File: src/rtl/serial_sub_ctrl.sv
// serial_sub_ctrl: bit-serial subtract sequencer.
//   Computes Y = A - B (mod 2^WIDTH) and borrow = (A < B) with a single
//   1-bit subtract cell. Bits are processed LSB first, one per enabled clock.
// Ports:
//   clk, rst_n     rising-edge clock, async active-low reset
//   en             global enable; 0 freezes all state
//   start, A, B    operand request, accepted when start & ready & en
//   ready          high in IDLE
//   busy           high in SHIFT
//   done           high for the one DONE cycle (extended while stalled)
//   Y, borrow      last completed result, held until the next completion

module serial_sub_cell (
  input  logic i_a,
  input  logic i_b,
  input  logic i_bw,
  output logic o_d,
  output logic o_bw
);
  assign o_d  = i_a ^ i_b ^ i_bw;
  assign o_bw = (~i_a & i_b) | (~(i_a ^ i_b) & i_bw);
endmodule

module serial_sub_ctrl #(
  parameter  int WIDTH = 8,
  localparam int CNT_W = $clog2(WIDTH + 1)
) (
  input  logic             clk,
  input  logic             rst_n,
  input  logic             en,
  input  logic             start,
  input  logic [WIDTH-1:0] A,
  input  logic [WIDTH-1:0] B,
  output logic             ready,
  output logic             busy,
  output logic             done,
  output logic [WIDTH-1:0] Y,
  output logic             borrow
);
  typedef enum logic [1:0] {S_IDLE, S_SHIFT, S_DONE} state_t;

  state_t           r_state, w_next;
  logic [WIDTH-1:0] r_sa, r_sb, r_sr, r_y;
  logic [CNT_W-1:0] r_cnt;
  logic             r_bw, r_borrow;
  logic             w_d, w_bw, w_last;

  serial_sub_cell u_cell (
    .i_a (r_sa[0]),
    .i_b (r_sb[0]),
    .i_bw(r_bw),
    .o_d (w_d),
    .o_bw(w_bw)
  );

  // Last bit is being consumed on this edge.
  assign w_last = (r_cnt == CNT_W'(WIDTH - 1));

  // State register
  always_ff @(posedge clk or negedge rst_n) begin
    if (!rst_n)  r_state <= S_IDLE;
    else if (en) r_state <= w_next;
  end

  // Next-state logic
  always_comb begin
    w_next = r_state;
    case (r_state)
      S_IDLE:  if (start)  w_next = S_SHIFT;
      S_SHIFT: if (w_last) w_next = S_DONE;
      S_DONE:              w_next = S_IDLE;
      default:             w_next = S_IDLE;
    endcase
  end

  // Datapath: operand/result shifters, borrow chain, counter, result hold.
  always_ff @(posedge clk or negedge rst_n) begin
    if (!rst_n) begin
      r_sa     <= '0;
      r_sb     <= '0;
      r_sr     <= '0;
      r_bw     <= 1'b0;
      r_cnt    <= '0;
      r_y      <= '0;
      r_borrow <= 1'b0;
    end else if (en) begin
      case (r_state)
        S_IDLE: if (start) begin
          r_sa  <= A;
          r_sb  <= B;
          r_bw  <= 1'b0;
          r_cnt <= '0;
        end
        S_SHIFT: begin
          r_sa  <= {1'b0, r_sa[WIDTH-1:1]};
          r_sb  <= {1'b0, r_sb[WIDTH-1:1]};
          r_sr  <= {w_d, r_sr[WIDTH-1:1]};
          r_bw  <= w_bw;
          r_cnt <= r_cnt + CNT_W'(1);
          // Capture includes the bit produced on this same edge.
          if (w_last) begin
            r_y      <= {w_d, r_sr[WIDTH-1:1]};
            r_borrow <= w_bw;
          end
        end
        default: ;
      endcase
    end
  end

  // Outputs decoded from state
  always_comb begin
    ready = (r_state == S_IDLE);
    busy  = (r_state == S_SHIFT);
    done  = (r_state == S_DONE);
  end

  assign Y      = r_y;
  assign borrow = r_borrow;
endmodule

File: config.mk
export PLATFORM = sky130hd
export DESIGN_NAME = serial_sub_ctrl
export DESIGN_NICKNAME = d
export VERILOG_FILES = /design/src/rtl/serial_sub_ctrl.sv
export SDC_FILE = /design/constraint.sdc
export NUM_CORES = 1
export LEC_CHECK = 0
export CORE_MARGIN = 2
export CORE_UTILIZATION = 56
export CTS_CLUSTER_SIZE = 14
export DETAILED_ROUTE_END_ITERATION = 6
export PLACE_DENSITY = 0.93
export SYNTH_ARGS = -nofsm -noshare
export SYNTH_HDL_FRONTEND = slang
export SYNTH_SLANG_ARGS = --single-unit
File: constraint.sdc
create_clock -name clk -period 4.4 [get_ports clk]
set_input_delay 0.88 -clock clk [delete_from_list [all_inputs] [get_ports clk]]
set_output_delay 0.88 -clock clk [all_outputs]
set_load 0.01 [all_outputs]
==> results by stage, run 1 <==
Run status:
- The flow ran to the end, and the final reports show no timing, DRC or antenna violations.

Setup path:
- The endpoint arrival time on the critical path is 1.80 ns.
- The element type at the critical path start is a register.
- The classification of the worst setup path is reg2out.
- Across all register-to-register paths, the minimum setup slack is ~2.6 ns.
- The highest fanout seen on the critical path is 16.
- STA puts the critical path data required time at around 3.5 ns.
- The capturing element type of the critical path is an output pin.

Timing:
- The sum of negative setup slack is 0 ns.
- The final worst-path setup slack is approximately 1.7 ns.
- Across the routed clock network, the largest skew measured is 0.0148 ns.
- The final-report hold violation count is 0.
- Setup repair after global routing left no endpoint under its margin.
- At the pin with the least slew margin, the transition time is roughly 0.83 ns.
- The number of max-slew violations in the final report came to 0.
- The maximum frequency from static timing analysis is roughly 370 MHz.
- The worst pin sits at a relative slew slack of between 40% and 50%.
- Final hold analysis gives a worst-case slack of 0.517 ns.
- Setup violations remaining at the end of the flow were counted as 0.
- The final worst-path cycle share is about three fifths.
- The worst path needs about 2.7 ns of the cycle, external delays included.

Floorplanning:
- The initialized floorplan defines 20 standard-cell rows.
- The starting density of the core is 58.9%.
- The width of the die is 60.9 um.
- From bottom edge to top edge, the die measures 60.9 um.
- The number of top-level pins is 32.
- The die covers between 3000 and 4000 um^2.
- The floorplan step defined a core boundary enclosing 3080 um^2.

Clock tree:
- The total clock sinks is 39.
- The largest buffer count on any clock path is 2.
- The clock-pin transition on the worst setup and hold timing paths is 0.12 ns.
- The number of gates resized after CTS is 0.
- The master cell of the clock root buffer is sky130_fd_sc_hd__clkbuf_4.
- TritonCTS built the clock tree.
- The H-tree generated during clock tree synthesis spans 2 levels.
- The insertion delay of the later-clocked pin in the worst-skew pair is approximately 0.36 ns.
- Buffers inserted to repair hold after CTS numbered 0.
- After clock tree synthesis, the setup repair step added 0 buffers.
- The total clock buffers created by CTS is 5.

Pwr:
- The combinational power share is approximately two fifths.
- The maximum ir drop on the vdd rail is 386 uV.
- The areal power density over the cells is 682 nW/um^2.
- Registers are responsible for around two fifths of the overall power.
- The cell-internal power is ~1100 uW.
- The switching part of the total is between 20% and 30%.
- The design draws about 1500 uW.
- The leakage power figure is a little over 0.001 uW.
- The reported net switching power is approximately 450 uW.
- Per report_power, the clock group accounts for 19.5% of the total.

Synthesis:
- The synthesized area per cell is approximately 14 um^2.
- For this run, the number of Yosys warnings is 0.
- The number of instances in the synthesized netlist is 126.
- Synthesis inferred 39 register bits.
- When the netlist entered floorplanning its net count stood at about 150.
- sky130_fd_sc_hd__dfrtp_1 takes more of the synthesized area than any other cell.
- The area fraction of the dominant cell type after synthesis is a little over half.
- The cell area after technology mapping is 1810 um^2.
- The sequential fraction of the synthesis area is approximately 54%.
- In the post-synthesis netlist, the biggest area contributors are sky130_fd_sc_hd__dfrtp_1 54%, sky130_fd_sc_hd__mux2_2 21%, sky130_fd_sc_hd__mux2_4 6.6%.
- In this run, distinct cell masters in the synthesized netlist total 28.

Global routing:
- Global routing used about a quarter of the available met1 tracks.
- Global routing used between 20% and 30% of the available tracks across all layers.
- The met3 usage is 4.26%.
- Global routing used between 30% and 40% of the available met2 tracks.
- The first global-routing pass estimated approximately 5.2 mm of wire.
- The maximum number of pins on one net before global-route repair is 40.
- The initial antenna violation count was 0.
- The via count of the first global-routing pass is approximately 1,200.
- For this run the aggregate overflow at the end of global routing stands at 0.
- The busiest layer in global routing is met2.

Drt:
- The first detailed-routing pass took 4 iterations.
- The number of antenna-violating nets in the routed design is 0.
- The routed design has 3.22 mm of wire.
- The number of DRC markers in iteration 0 is 45.
- The final route contains roughly 1,100 vias.
- The post-route DRC violation count is 0.
- Dividing the detail-routed via count by the number of cells gives approximately 5.4.
- The average wire per standard cell is between 15 and 20 um.

Final layout:
- The repair_antennas step left the layout with diodes totalling 0.
- The number of standard cells in the layout, taps in and fillers out is 205.
- The layout-stage area growth over the synthesis result is 23.4%.
- In the final design database the tool counted about 180 nets.
- The share of layout cells above drive strength 1 is between 30% and 40%.
- Fill cells in the final layout number around 230.

Place:
- The HPWL reported at the end of detailed placement is about 2.3 mm.
- Counting tap cells, the placed design contains a total of roughly 200 instances.
- Timing analysis after detailed placement gives a worst setup slack of around 2 ns.
- The port buffer count is 31.
- The final estimated routing congestion in global placement is a little under 0.7.

Worst hold path:
- The tightest min-delay check is of the reg2reg type.

Run:
- Max-cap violations in this run came to 0.
-- critical path, cell delays in order (launching register included) --
cell and delay (ns):
sky130_fd_sc_hd__dfrtp_1 0.57, sky130_fd_sc_hd__nand2b_4 0.24, sky130_fd_sc_hd__inv_1 0.11, sky130_fd_sc_hd__clkdlybuf4s50_1 0.53
-- stage by stage --
stage	util (%)	instance area [um^2]
final	72.7	2240
after global routing	72.7	2240
after CTS	72.7	2240
after detailed placement	69.3	2130
after global placement	69.3	2130
after floorplan	-	1810
-- layout by cell type, fill, tap and decap left out, types with 2 or more instances in the layout --
cell	instances
sky130_fd_sc_hd__bufinv_16	2
sky130_fd_sc_hd__clkdlybuf4s50_1	30
sky130_fd_sc_hd__nand2b_1	3
sky130_fd_sc_hd__and3_1	2
sky130_fd_sc_hd__mux2_4	8
sky130_fd_sc_hd__a22o_1	3
sky130_fd_sc_hd__o21ai_0	3
sky130_fd_sc_hd__dfrtp_1	39
sky130_fd_sc_hd__clkbuf_4	5
sky130_fd_sc_hd__inv_1	6
sky130_fd_sc_hd__nor2b_1	3
sky130_fd_sc_hd__mux2i_1	3
sky130_fd_sc_hd__buf_4	2
sky130_fd_sc_hd__a21o_1	2
sky130_fd_sc_hd__mux2_2	34
-- routing by layer --
metal | vias up | part of all wire, %
met4 | 0 | 2.7
met3 | 9 | 3.9
li1 | 514 | -
met1 | 556 | 44
met5 | - | 0
met2 | 24 | 50
-- cells by family after synthesis --
| kind of cell | after synthesis | share of synthesized area [%] |
|---|---|---|
| AOI/OAI and AO/OA | 12 | 4.69 |
| buffers and inverters | 12 | 4.34 |
| and+or+nand+nor | 16 | 6.00 |
| muxes | 45 | 29.4 |
| adders and majority gates | 2 | 1.79 |
| DFF | 39 | 53.8 |
-- power by group through the flow --
| stage | clock [uW] | sequential [uW] | combinational [uW] |
|---|---|---|---|
| floorplan | 0 | 612 | 455 |
| finish | 298 | 630 | 600 |
| global placement | 0 | 621 | 570 |
| global route | 320 | 651 | 647 |
| CTS | 305 | 629 | 608 |
| detailed placement | 0 | 636 | 604 |
-- Yosys cell counts (all sizes together) --
cell type	instances
and3b	1
and3	2
a211o	1
ha	1
mux2	42
dfrtp	39
nor2	1
nor4b	1
nor2b	3
a22o	3
buf	6
nand3	1
a21o	2
o21ai	4
mux2i	3
o2bb2ai	1
nand3b	1
nor3b	1
inv	6
nand2b	4
nand2	1
fa	1
a31oi	1
-- final cells by class --
class	count	area, um^2	share of cell area (%)
flip-flops and latches	39	976	43.6
multi-input cells	75	759	33.9
repair buffers	33	320	14.3
clock inverters	3	67.6	3.02
well taps	44	55.1	2.46
clock buffers	5	37.5	1.68
inverters	6	22.5	1.01
-- registers in the layout, indices dropped and copies added, names as in the netlist --
register / cells
r_sr: 7
borrow: 1
r_bw: 1
r_state: 2
r_cnt: 4
Y: 8
r_sb: 8
r_sa: 8
-- final timing paths --
kind	to	cells after the start	from
worst max register to register	Y[0]	4	r_state[0]
worst min-delay path	r_bw	1	r_bw
min in group asynchronous	r_cnt[0]	1	rst_n
worst max-delay path	busy	3	r_state[0]
worst min register to register	r_bw	1	r_bw
max in group asynchronous	r_sa[3]	1	rst_n
No activity file was read; power rests on OpenSTA's default activity.
==> run 2: changes to the inputs <==
--- a/config.mk
+++ b/config.mk
@@ -6,10 +6,10 @@
 export NUM_CORES = 1
 export LEC_CHECK = 0
 export CORE_MARGIN = 2
-export CORE_UTILIZATION = 56
+export CORE_UTILIZATION = 52
 export CTS_CLUSTER_SIZE = 14
 export DETAILED_ROUTE_END_ITERATION = 6
-export PLACE_DENSITY = 0.93
+export PLACE_DENSITY = 0.88
 export SYNTH_ARGS = -nofsm -noshare
 export SYNTH_HDL_FRONTEND = slang
 export SYNTH_SLANG_ARGS = --single-unit
==> constraint.sdc (replaced) <==
create_clock -name clk -period 2.5 [get_ports clk]
set_input_delay 0.5 -clock clk [delete_from_list [all_inputs] [get_ports clk]]
set_output_delay 0.5 -clock clk [all_outputs]
set_load 0.01 [all_outputs]
==> results by stage, run 2 (synthesized netlist as in run 1, its figures left out) <==
Clock tree:
- Counting every sink on the clock net gives 39.
- The master cell of the clock root buffer is sky130_fd_sc_hd__clkbuf_4.
- The insertion delay of the later-clocked pin in the worst-skew pair is about 0.34 ns.
- The total of hold buffers inserted after clock tree synthesis is 0.
- The number of gates resized after CTS is 0.
- After clock tree synthesis, the clock-pin slew on the worst setup and hold paths is 0.10 ns.
- TritonCTS built the clock tree.
- The number of setup buffers added after CTS is 0.
- The H-tree depth is 2.
- The total clock buffers created by CTS is 5.
- The largest buffer count on any clock path is 2.

Drt:
- For this run, the detailed router's first-pass iteration total came to 4.
- After the first detailed-routing iteration, the DRC count stood at 56.
- The average wire per standard cell is approximately 15 um.
- Once detail routing completed, the nets flagged for antenna violations numbered 0.
- For this block, the via count after detailed routing is 1,097.
- The routed wire length is ~3.1 mm.
- The vias per cell is ~5.3.
- The post-route DRC violation count is 0.

Final layout:
- The share of layout cells above drive strength 1 is about a third.
- The layout-stage area growth over the synthesis result is 20.9%.
- The library cells used most frequently in the layout, excluding fill and tap cells, are 39 x sky130_fd_sc_hd__dfrtp_1, 34 x sky130_fd_sc_hd__mux2_2, 30 x sky130_fd_sc_hd__clkdlybuf4s50_1.
- The library cell used most frequently in the layout, excluding fill and tap cells, is sky130_fd_sc_hd__dfrtp_1.
- The diode insertion count for antenna repair is 0.
- The net count of the finished layout is approximately 180.

Setup path:
- The data required time at the worst endpoint is approximately 2 ns.
- The capturing element type of the critical path is an output pin.
- The critical path goes through nand2b_4, inv_1, clkdlybuf4s50_1.
- The slowest stage of the critical path is the sky130_fd_sc_hd__dfrtp_1 cell.
- The highest fanout seen on the critical path is 10.
- The classification of the worst setup path is reg2out.
- Data arrives at the worst endpoint at 1.58 ns.
- The delay of the slowest cell on the worst path is approximately 0.57 ns.
- STA classifies the critical path startpoint as a register.

Floorplanning:
- In this run the vertical extent of the chip is ~63 um.
- Once the floorplan was initialized, standard cells occupied 54.4% of the core.
- Measured along the x axis, the die boundary spans about 63 um.
- The number of cell rows is 21.
- The area enclosed by the die boundary is 3980 um^2.
- The core outline area is 3340 um^2.
- The number of top-level pins is 32.

Timing:
- Setup violations remaining at the end of the flow were counted as 0.
- The final-report hold violation count is 0.
- The clock skew after layout is between 0.003 and 0.004 ns.
- Setup repair after global routing left no endpoint under its margin.
- After routing, the total negative slack on setup checks comes to 0 ns.
- The final hold slack is ~0.26 ns.
- Based on the critical path, the design can be clocked at up to a little under 500 MHz.
- At the pin with the least slew margin, the transition time is approximately 0.84 ns.
- The number of max-slew violations in the final report is 0.
- In the finished design, the share of the clock period the worst path needs comes to between 80% and 90%.
- Headroom to the max-slew limit came out at between 40 and 50%.
- The routed design could run at a clock period as short as approximately 2.1 ns.

Global routing:
- The maximum number of pins on one net before global-route repair is 40.
- The initial antenna violation count is 0.
- Global routing used 18.0% of the available tracks.
- The via count of the first global-routing pass was about 1,200.
- The wire length of the first global-routing pass is ~5.5 mm.
- The total overflow left after global routing is 0.

Run status:
- The flow ran to the end, and the final reports show no timing, DRC or antenna violations.

Pwr:
- The clock network fraction of total power is 12.2%.
- The relative contribution of sequential cells to total power is roughly 45%.
- The maximum ir drop on the vdd rail is slightly below 600 uV.
- In this run, the combinational gates consume a little over two fifths of the power.
- The leakage power figure is 0.00100 uW.
- The cell-internal power is 1700 uW.
- For this design the ratio of total power to cell area is 1120 nW/um^2.
- In this run switching power makes up between 30% and 40% of total power.
- The reported net switching power is 764 uW.

Place:
- Buffers placed on the I/O ports in this run total 31.
- Once detailed placement completed, the half-perimeter wirelength came to about 2.2 mm.
- The final estimated routing congestion in global placement is 0.748.

Run:
- The number of maximum-capacitance constraint violations is 0.

Worst hold path:
- The type of the worst min-delay path is in2async.
## run 2: cell type report
class | count | area (um^2)
clock buffers | 7 | 45.0
clock inverters | 1 | 5.00
fillers | 235 | 1140
inverters | 6 | 22.5
multi-input cells | 75 | 759
flip-flops and latches | 39 | 976
well taps | 46 | 57.6
repair buffers | 34 | 328
## run 2: path summary, 6_finish.rpt
check                      startpoint      end  slack [ns]  cells past startpoint
min reg2reg                   r_sb[3]  r_sb[3]        0.52                      1
max reg2reg                r_state[0]     Y[3]        0.74                      5
min in group clk              r_sb[3]  r_sb[3]        0.52                      1
max in group asynchronous       rst_n  r_sr[3]        1.72                      1
max                        r_state[0]     busy        0.42                      3
min                             rst_n  r_sa[6]        0.26                      1
## run 2: per-stage QoR
stage                     instance area (um^2)  setup slack (ns)  power [uW]  cells  utilization, %
after global routing                      2190             0.323        2650    208            65.7
after CTS                                 2190             0.400        2500    208            65.7
after detailed placement                  2140             0.459        2190    200            64.2
final                                     2190             0.419        2470    208            65.7
after global placement                    2140             0.512        2130    200            64.2
after floorplan                           1810              1.01        1880    126               -
## run 2: metal layers
metal | track usage (%) | part of all wire (%)
met5 | 0 | 0
met3 | 4.82 | 4.7
met1 | 21.2 | 45
met2 | 30.6 | 49
met4 | 8.33 | 1.8
## run 2: critical path: cells and delay by family, from the launching register on
kind	cells	cell delay, ns
buf+inv	2	0.60
flops	1	0.57
simple gates	1	0.08
## run 2: power by group through the flow
stage | combinational [uW] | clock (uW) | sequential (uW)
2_1_floorplan | 801 | 0 | 1080
3_3_place_gp | 1030 | 0 | 1090
3_5_place_dp | 1070 | 0 | 1120
4_1_cts | 1080 | 311 | 1110
5_1_grt | 1160 | 339 | 1150
6_report | 1060 | 300 | 1110
